File: config.mk
export PLATFORM = sky130hd
export DESIGN_NAME = count_monitor
export DESIGN_NICKNAME = d
export VERILOG_FILES = /design/src/rtl/count_monitor_pkg.sv /design/src/rtl/count_monitor_sat_counter.sv /design/src/rtl/count_monitor.sv
export SDC_FILE = /design/constraint.sdc
export NUM_CORES = 1
export LEC_CHECK = 0
export CELL_PAD_IN_SITES_DETAIL_PLACEMENT = 2
export CELL_PAD_IN_SITES_GLOBAL_PLACEMENT = 2
export CORE_MARGIN = 2
export CORE_UTILIZATION = 26
export CTS_CLUSTER_DIAMETER = 30
export DETAILED_ROUTE_END_ITERATION = 12
export PLACE_DENSITY = 0.87
export SETUP_SLACK_MARGIN = 0.5
export SLEW_MARGIN = 25
export SYNTH_ARGS = -nofsm -noshare
export SYNTH_HDL_FRONTEND = slang
export SYNTH_SLANG_ARGS = --single-unit
export TNS_END_PERCENT = 1
File: constraint.sdc
create_clock -name CLK -period 3.4 [get_ports CLK]
set_clock_uncertainty 0.2 [all_clocks]
set_input_delay 0.34 -clock CLK [delete_from_list [all_inputs] [get_ports CLK]]
set_output_delay 0.34 -clock CLK [all_outputs]
set_load 0.01 [all_outputs]
File: src/rtl/count_monitor_pkg.sv
// Shared types and default widths for count_monitor.
// FSM states: ACQ (no reference), LOCK, FAULT.
package count_monitor_pkg;

  typedef enum logic [1:0] {
    ACQ   = 2'd0,
    LOCK  = 2'd1,
    FAULT = 2'd2
  } state_t;

  localparam int CW_DEF    = 3;
  localparam int WRAPW_DEF = 8;
  localparam int ERRW_DEF  = 4;

endpackage

File: src/rtl/count_monitor_sat_counter.sv
// Saturating tally with synchronous clear.
// An increment that coincides with a clear leaves the tally at 1.
module sat_counter #(
  parameter int W = 4
) (
  input  logic         clk,
  input  logic         rst,
  input  logic         inc,
  input  logic         clr,
  output logic [W-1:0] q
);

  always_ff @(posedge clk) begin
    if (rst) begin
      q <= '0;
    end else if (clr) begin
      q <= inc ? W'(1) : '0;
    end else if (inc && !(&q)) begin
      q <= q + W'(1);
    end
  end

endmodule

File: src/rtl/count_monitor.sv
// Checks an up counter advances by +1 mod 2^CW; flags wraps and faults.
// Macro COUNT_MONITOR_WRAP_TALLY_EN enables the WRAPS tally register.
module count_monitor
  import count_monitor_pkg::*;
#(
  parameter int CW    = CW_DEF,
  parameter int WRAPW = WRAPW_DEF,
  parameter int ERRW  = ERRW_DEF
) (
  input  logic             CLK,
  input  logic             RST,
  input  logic [CW-1:0]    CNT,
  input  logic             CNT_VLD,
  input  logic             CLR_ERR,
  output logic             LOCKED,
  output logic             WRAP,
  output logic [WRAPW-1:0] WRAPS,
  output logic             ERR,
  output logic [ERRW-1:0]  ERR_CNT
);

  state_t        state;
  logic [CW-1:0] prev;
  logic [CW-1:0] exp;
  logic          checking;
  logic          mismatch;
  logic          fault;
  logic          wrap_hit;

  assign exp      = prev + CW'(1);
  assign checking = CNT_VLD && (state != ACQ);
  assign mismatch = (CNT != exp);
  assign fault    = checking && mismatch;
  assign wrap_hit = checking && (&prev) && (CNT == '0);

  always_ff @(posedge CLK) begin
    if (RST) begin
      state  <= ACQ;
      prev   <= '0;
      LOCKED <= 1'b0;
      WRAP   <= 1'b0;
      ERR    <= 1'b0;
    end else begin
      WRAP <= wrap_hit;
      if (fault)
        ERR <= 1'b1;
      else if (CLR_ERR)
        ERR <= 1'b0;
      if (CNT_VLD) begin
        prev <= CNT;
        case (state)
          ACQ: begin
            state  <= LOCK;
            LOCKED <= 1'b1;
          end
          LOCK: begin
            if (mismatch) begin
              state  <= FAULT;
              LOCKED <= 1'b0;
            end
          end
          FAULT: begin
            if (!mismatch) begin
              state  <= LOCK;
              LOCKED <= 1'b1;
            end
          end
          default: begin
            state  <= ACQ;
            LOCKED <= 1'b0;
          end
        endcase
      end
    end
  end

  sat_counter #(.W(ERRW)) u_err_cnt (
    .clk (CLK),
    .rst (RST),
    .inc (fault),
    .clr (CLR_ERR),
    .q   (ERR_CNT)
  );

`ifdef COUNT_MONITOR_WRAP_TALLY_EN
  sat_counter #(.W(WRAPW)) u_wraps (
    .clk (CLK),
    .rst (RST),
    .inc (wrap_hit),
    .clr (1'b0),
    .q   (WRAPS)
  );
`else
  assign WRAPS = '0;
`endif

endmodule

Word level (Yosys, flattened, before mapping):

Cells that the tools add are included.

* register bits after elaboration: 12
* bits of input ports: 7
* logic and storage cells: 38

* $add $sub $neg: 2
* equality and inequality tests: 5
* muxes and demuxes: 11
* reduce and logical (&&, ||, !) cells: 14

Operators with widths (count)
* 4-bit 2-to-1 mux: 2
* 2-bit case mux with 3 select lines: 1
* 3-bit AND reduction: 2
* 2-bit nonzero test: 3
* 1-bit logical AND: 5
* 1-bit 2-to-1 mux: 5
* 4-bit by 1-bit adder with 4-bit output (second input constant): 1
* 2-bit 2-to-1 mux: 2
* 2-bit inequality test (second input constant): 2
* 4-bit AND reduction: 1
* 3-bit by 1-bit adder with 3-bit output (second input constant): 1
* 3-bit zero test: 1
* 3-bit inequality test: 1
* 1-bit case mux with 3 select lines: 1
* 2-bit by 1-bit equality test with 1-bit output (second input constant): 1
* 2-bit equality test (second input constant): 1
* 2-bit zero test: 1
* 1-bit zero test: 1

Longest topological paths before layout:

Gate-level depths: netlist of the first run.

* depth in word-level cells: 6
* depth in mapped cells: 6
* depth with buffers taken out: 6

Hierarchy:

From an unflattened synthesis of the first run, not the netlist that was laid out.

* cell total of the unflattened synthesis: 70
* area, all modules: 640.6 um^2

Modules (own cells, without submodules)
* count_monitor: times used 1, cells an instance 47, area an instance 444.2 um^2
* sat_counter: times used 1, cells an instance 23, area an instance 196.4 um^2

Least setup slack after synthesis of the first run:

OpenSTA, ideal clock, no wires.

* path kind: register to register
* from: reg prev[0]
* to: reg state[0]
* data arrival time: 1.765 ns
* data required time: 3.121 ns
* setup slack: 1.355 ns
* stages on the path, launching flop included: 7
* path buffers: 0
* clock period less this slack: 2.045 ns
* cells stage by stage: dfxtp_1 ha_1 ha_1 xor2_1 or3_4 maj3_2 a211oi_2

* longest elaborated chain between the ends: 4
* elaborated cells on any way between the ends: 5
* classes of those cells: 1 x add/sub; 3 x eq/ne; 1 x reduce/logical

Ends and longest elaborated chain
* start, declared: RTL line count_monitor.sv:23 `logic [CW-1:0] prev;`
* start signal, assigned: RTL line count_monitor.sv:39 `prev <= '0;`
* start signal, assigned: RTL line count_monitor.sv:50 `prev <= CNT;`
* 3-bit by 1-bit adder with 3-bit output *: RTL line count_monitor.sv:30 `assign exp = prev + CW'(1);`
* 3-bit inequality test *: RTL line count_monitor.sv:32 `assign mismatch = (CNT != exp);`
* 2-bit inequality test (no source line)
* 3-bit AND reduction (no source line) *
* end signal, assigned: RTL line count_monitor.sv:38 `state <= ACQ;`
* end signal, assigned: RTL line count_monitor.sv:53 `state <= LOCK;`
* end signal, assigned: RTL line count_monitor.sv:58 `state <= FAULT;`
* end, declared: RTL line count_monitor.sv:22 `state_t state;`

Mark *: on every way between the ends. The rest lies on a longest branch, timed or not.
A chain may end at the register's enable or synchronous reset.

Worst setup path after layout of the first run:

* from: reg prev[0]
* to: reg u_err_cnt.q[2]

* longest elaborated chain between the ends: 5

Ends and longest elaborated chain
* 3-bit by 1-bit adder with 3-bit output: RTL line count_monitor.sv:30
* 3-bit inequality test: RTL line count_monitor.sv:32
* 1-bit logical AND: RTL line count_monitor.sv:33 `assign fault = checking && mismatch;`
* 1-bit logical AND: RTL line count_monitor_sat_counter.sv:18 `end else if (inc && !(&q)) begin`
* 2-bit nonzero test (no source line)
* end signal, assigned: RTL line count_monitor_sat_counter.sv:17 `q <= inc ? W'(1) : '0;`
* end signal, assigned: RTL line count_monitor_sat_counter.sv:19 `q <= q + W'(1);`
* end, declared: RTL line count_monitor_sat_counter.sv:10 `output logic [W-1:0] q`

Every way passes these cells.

==> results.ini, run 1 <==
[status]
status = complete, no violations

[worst_hold_path]
hold_end = ERR
holdCritPathClass = flip-flop to flip-flop
hold_depth = 2
hold_start = ERR

[timing]
setup_tns_ns = 0
hold_violations = 0
finalCritPeriodShare_pct = 63.4
rsz0062_at_grt = false
report.final.slew_viol_count = 0
setup_viol = 0
fmax_ghz = 0.464
fin_crit_ns = 2.16

[floorplanning]
io-pin-count = 22
coreArea_um2 = 2250
die_w_um = 53.3
initial_core_util_pct = 28.1
die_area_um2 = 2850
die_h_um = 53.3
row_count = 17

[place]
dpl.hpwl_um = 1170
gp_congestion = 0.732
portBuffers = 13

[critical_path]
end_kind = flip-flop
worstPathRequired_ns = 3.36
arrival_ns = 2.12
crit_type = flip-flop to flip-flop
crit_chain = ha_1, ha_1, xor2_1, nor3_1, nor3_1, a2111oi_0
r2r-start = prev[0]
rrSetupSlack_ns = 1.24
critPathBufInv = 0
cp_slowest_cell = a2111oi_0
r2r-end = u_err_cnt.q[2]
path_delay_family = adder cells
cp_max_fo = 3
start_kind = flip-flop
r2r_cells = 6
critPathMaxStageDelay_ns = 0.39

[run]
maxCapViolations = 0

[cts]
clockRootBuffer = clkbuf_4
cts_inserted_buffers = 3
htreeDepth = 1
hold_buffers = 0
cts.sinks = 11
tritoncts = yes
post_cts_buffers = 0
cts_buffer_depth = 2
cts_resized = 0
worstSkewPairLatency_ns = 0.28
clk_pin_slew_worst_paths_ns = 0.07

[drt]
first_iter_violations = 2
wl_per_cell_um = 13.7
drc = 0
vias = 525
ant_nets = 0
avgViaCountPerCell = 4.65
first_pass_iters = 2
routed_wirelength_um = 1550

[logic_synthesis]
ys_seq_elements = 11
ys_types = 27
syn_area_per_cell_um2 = 8.92
yosysSeqAreaShare_pct = 34.8
synth_warnings = 0
netlist_instances = 71
synth.cell_area_um2 = 633

[power]
irDropWorstVdd_mv = 0.135
power_uw = 294
power_density_nw_per_um2 = 379
p_leak_uw = 0.000304

[finish]
nets = 96
n_antenna_cell = 0
multi_input_area_um2 = 364
mostFrequentLayoutCell = clkdlybuf4s50_1
layout-drive-gt1-share_pct = 9.41
final_cell_mix = clkdlybuf4s50_1 (13), dfxtp_1 (11), nor2_1 (8), conb_1 (8), nand2_1 (6)
area_growth_pct = 22.5
nFillCells = 267
seqCellArea_um2 = 220

[global_routing]
grt_usage_pct = 13.1
grt_pass1_wl_um = 2550
grt_overflow = 0
antenna_found_initial = 0
grt_max_degree = 13
grt_pass1_vias = 531

-- power breakdown --
part	internal, uW	switching, uW
combinational	27.6	31.2
sequential	135	6.90
clock	45.6	47.8
total	208	85.9
-- sequential cells by signal (all words and copies together) (netlist names) --
register and count:
WRAP 1, prev 3, ERR 1, u_err_cnt.q 4, state 2
-- layout make-up --
cell class	count	share of cell area [%]
well taps	28	4.52
repair buffers	13	16.8
clock buffers	4	3.39
flip-flops and latches	11	28.4
multi-input cells	57	46.9
-- tightest hold or removal path: cells and delay by family (launching register included) --
kind            cells  cell delay (ns)
compound gates      1             0.06
flops               1             0.31
simple gates        1             0.06
-- logic make-up (layout without fill, tap and decap cells) --
family | after synthesis | count (layout) | synth area share, %
multiplexers | 5 | 5 | 7.91
XOR/XNOR | 3 | 3 | 4.15
AO/OA/AOI/OAI | 9 | 9 | 10.1
buffers and inverters | 10 | 17 | 11.9
adder cells (fa/ha/maj) | 4 | 4 | 7.71
AND/OR/NAND/NOR | 28 | 28 | 22.9
other | 1 | 8 | 0.592
flip-flops | 11 | 11 | 34.8
-- how the worst max path moves through the flow --
stage | slack [ns] | endpoint | start | depth (start not counted)
after global routing | 1.11 | u_err_cnt.q[2] | prev[0] | 6
after CTS | 1.24 | state[0] | prev[0] | 6
after floorplan | 1.36 | state[0] | prev[0] | 6
final | 1.24 | u_err_cnt.q[2] | prev[0] | 6
after global placement | 1.23 | u_err_cnt.q[1] | CNT_VLD | 4
after detailed placement | 1.13 | u_err_cnt.q[1] | CNT_VLD | 4
-- Yosys cell counts (all sizes together) --
cell type	instances	area, um2
nand2	6	22.5
ha	3	37.5
or3	2	17.5
o21a	1	7.51
nand3	1	5.00
a2111oi	1	8.76
buf	10	75.1
nor3	4	20.0
or4b	1	10.0
o21ai	2	10.0
conb	1	3.75
nor2	8	30.0
nor2b	1	6.26
and3	1	6.26
mux2i	5	50.1
a21oi	2	10.0
nor4	1	6.26
dfxtp	11	220
xor2	2	17.5
o32ai	1	8.76
nand2b	2	12.5
a211oi	1	12.5
maj3	1	11.3
or3b	1	8.76
a31oi	1	6.26
xnor2	1	8.76
-- metrics by stage --
stage	hold WS (ns)	std cells	area (um2)	setup slack, ns	util (%)
floorplan	0.230	78	659	1.36	-
global placement	0.266	109	749	1.23	33.2
detailed placement	0.274	109	749	1.13	33.2
CTS	0.284	113	776	1.24	34.4
global route	0.326	113	776	1.11	34.4
finish	0.278	113	776	1.24	34.4
-- per-layer routing --
layer	GRT usage (%)	vias to the layer above	part of all wire [%]
met2	22.4	9	55
met1	13.9	251	40
met4	6.41	0	2.4
li1	-	260	-
met3	5.08	5	2.9
met5	0	-	0
No activity file was read; power rests on OpenSTA's default activity.
==> inputs of run 2 (changes only) <==
--- a/config.mk
+++ b/config.mk
@@ -8,10 +8,10 @@
 export CELL_PAD_IN_SITES_DETAIL_PLACEMENT = 2
 export CELL_PAD_IN_SITES_GLOBAL_PLACEMENT = 2
 export CORE_MARGIN = 2
-export CORE_UTILIZATION = 26
+export CORE_UTILIZATION = 24
 export CTS_CLUSTER_DIAMETER = 30
 export DETAILED_ROUTE_END_ITERATION = 12
-export PLACE_DENSITY = 0.87
+export PLACE_DENSITY = 0.82
 export SETUP_SLACK_MARGIN = 0.5
 export SLEW_MARGIN = 25
 export SYNTH_ARGS = -nofsm -noshare
==> constraint.sdc (replaced) <==
create_clock -name CLK -period 2.1 [get_ports CLK]
set_clock_uncertainty 0.2 [all_clocks]
set_input_delay 0.21 -clock CLK [delete_from_list [all_inputs] [get_ports CLK]]
set_output_delay 0.21 -clock CLK [all_outputs]
set_load 0.01 [all_outputs]
==> run 2 against run 1 <==
Compared with the run above: final area up 7.7%; die area up 7.7%; highest routed layer unchanged; non-clock buffer count up 3; worst setup slack worse by 1.2 ns; global-route usage down 1.4 points; fmax up 6.8%; largest cell class unchanged; utilization down 0.97 points; first-iteration DRC count up 50%; count of clock-buffer cells in the layout unchanged; clock power up 58%.
==> results.ini, run 2 (synthesized netlist as in run 1, its figures left out) <==
[critical_path]
arrival_ns = 2.01  ; -0.11 ns
worstPathRequired_ns = 2.09  ; -1.27 ns
end_kind = flip-flop
start_kind = flip-flop
rrSetupSlack_ns = 0.08  ; -1.16 ns
cp_max_fo = 4  ; +1
crit_type = flip-flop to flip-flop

[drt]
wl_per_cell_um = 14.0  ; +2.2%
first_pass_iters = 4  ; +2
first_iter_violations = 3  ; +1
routed_wirelength_um = 1650  ; +6.7%
vias = 555  ; +5.7%
ant_nets = 0  ; unchanged
avgViaCountPerCell = 4.70  ; +1.2%
drc = 0  ; unchanged

[finish]
mostFrequentLayoutCell = clkdlybuf4s50_1
nets = 99  ; +3.1%
final_cell_area_um2 = 836  ; +7.7%
layout-drive-gt1-share_pct = 18.2  ; +8.8 points
top_register = u_err_cnt.q
area_growth_pct = 32.0
n_antenna_cell = 0  ; unchanged
final_cell_mix = clkdlybuf4s50_1 (13), dfxtp_1 (9), nor2_1 (8), conb_1 (8), nand2_1 (6)
reg.largest.list = u_err_cnt.q x4, prev x3, state x2
largest_reg_flops = 4  ; unchanged

[floorplanning]
die_h_um = 55.4  ; +3.8%
die_area_um2 = 3060  ; +7.7%
row_count = 18  ; +1
coreArea_um2 = 2500  ; +11%
initial_core_util_pct = 25.3  ; -2.8 points
io-pin-count = 22  ; unchanged
die_w_um = 55.4  ; +3.8%

[power]
comb_power_share_pct = 21.4  ; +1.4 points
p_leak_uw = 0.000316  ; +4.1%
power_frac_clock_pct = 30.6  ; -1.1 points
seq_power_share_pct = 48.0  ; -0.3 points
p_sw_share_pct = 29.1  ; -0.093 points
intPower_uw = 343  ; +65%
irDropWorstVdd_mv = 0.201  ; +49%
power_density_nw_per_um2 = 579  ; +53%
p_switching_uw = 141  ; +64%

[global_routing]
antenna_found_initial = 0  ; unchanged
grt_overflow = 0  ; unchanged
grt_max_degree = 12  ; -1
grt_pass1_wl_um = 2840  ; +11%
grt_pass1_vias = 598  ; +13%
grt_usage_pct = 11.7  ; -1.4 points

[timing]
report.final.slew_viol_count = 0  ; unchanged
finalCritPeriodShare_pct = 96.1  ; +33 points
setup_slack_ns = 0.0821  ; -1.16 ns
fmax_ghz = 0.496  ; +6.8%
fin_crit_ns = 2.02  ; -0.137 ns
rsz0062_at_grt = true
setup_viol = 0  ; unchanged
setup_tns_ns = 0  ; unchanged
hold_violations = 0  ; unchanged

[run]
maxCapViolations = 0  ; unchanged

[place]
pre_cts_slack_ns = 0.0348  ; -1.10 ns
portBuffers = 13  ; unchanged
dpl.hpwl_um = 1260  ; +8.2%
placed_area_um2 = 793  ; +5.8%
gp_congestion = 0.740  ; +1.2%

[cts]
worstSkewPairLatency_ns = 0.27  ; about the same
hold_buffers = 0  ; unchanged
cts_inserted_buffers = 3  ; unchanged
htreeDepth = 1  ; unchanged
tritoncts = yes
clockRootBuffer = clkbuf_4
clk_pin_slew_worst_paths_ns = 0.07  ; about the same
cts.sinks = 11  ; unchanged
cts_buffer_depth = 2  ; unchanged

[status]
status = complete, no violations

[worst_hold_path]
holdCritPathClass = flip-flop to flip-flop

## run 2: cell count changes in the layout (fill, tap and decap cells not counted)
cell	previous run	this run
buf_4	0	3
dfxtp_1	11	9
ha_1	3	1
ha_4	0	2
dfxtp_2	0	1
dfxtp_4	0	1
nor3_1	4	3
nor3_2	0	1
## run 2: power by group through the flow
| stage | combinational (uW) | sequential (uW) | clock, uW |
|---|---|---|---|
| after floorplan | 70.7 | 237 | 0 |
| after global placement | 95.1 | 236 | 0 |
| after detailed placement | 98.6 | 238 | 0 |
| after CTS | 103 | 232 | 157 |
| after global routing | 114 | 235 | 165 |
| final | 104 | 232 | 148 |
## run 2: path summary, 6_finish.rpt
kind	startpoint	end	cells past startpoint
worst max-delay path	prev[0]	state[0]	6
worst min-delay path	ERR	ERR	2
worst max register to register	prev[0]	state[0]	6
worst min register to register	ERR	ERR	2
## run 2: metrics by stage
stage	hold WS (ns)	util (%)	instances	total power, uW
after global placement	0.263	31.7	113	331
after detailed placement	0.283	31.7	113	337
final	0.286	33.4	118	484
after CTS	0.293	33.2	118	493
after global routing	0.306	33.4	118	513
after floorplan	0.0997	-	78	308
## run 2: cell type report
class,instances,area [um2]
Multi-Input combinational cell,57,394
Tap cell,30,37.5
Fill cell,282,1660
Sequential cell,11,225
Timing Repair Buffer,16,153
Clock buffer,4,26.3
## run 2: worst max-delay path: stages, from the launching register on
cell      delay, ns
dfxtp_4        0.35
ha_4           0.16
ha_4           0.23
xor2_1         0.15
or3_4          0.36
maj3_2         0.31
a211oi_2       0.18
## run 2: timing repair
action / 4_1_cts / 5_1_grt
gates resized for setup: 2 / 1
endpoints found under the hold margin: 0 / 0
setup buffers: 1 / 0
pin swaps: 2 / 0
setup endpoints to repair: 13 / 13
## run 2: layer usage
metal | track usage [%] | vias to the layer above | share of wire (%)
met2 | 20.7 | 7 | 53
li1 | - | 266 | -
met5 | 0 | - | 0
met1 | 13.1 | 280 | 44
met3 | 2.11 | 2 | 1.8
met4 | 6.27 | 0 | 1.2
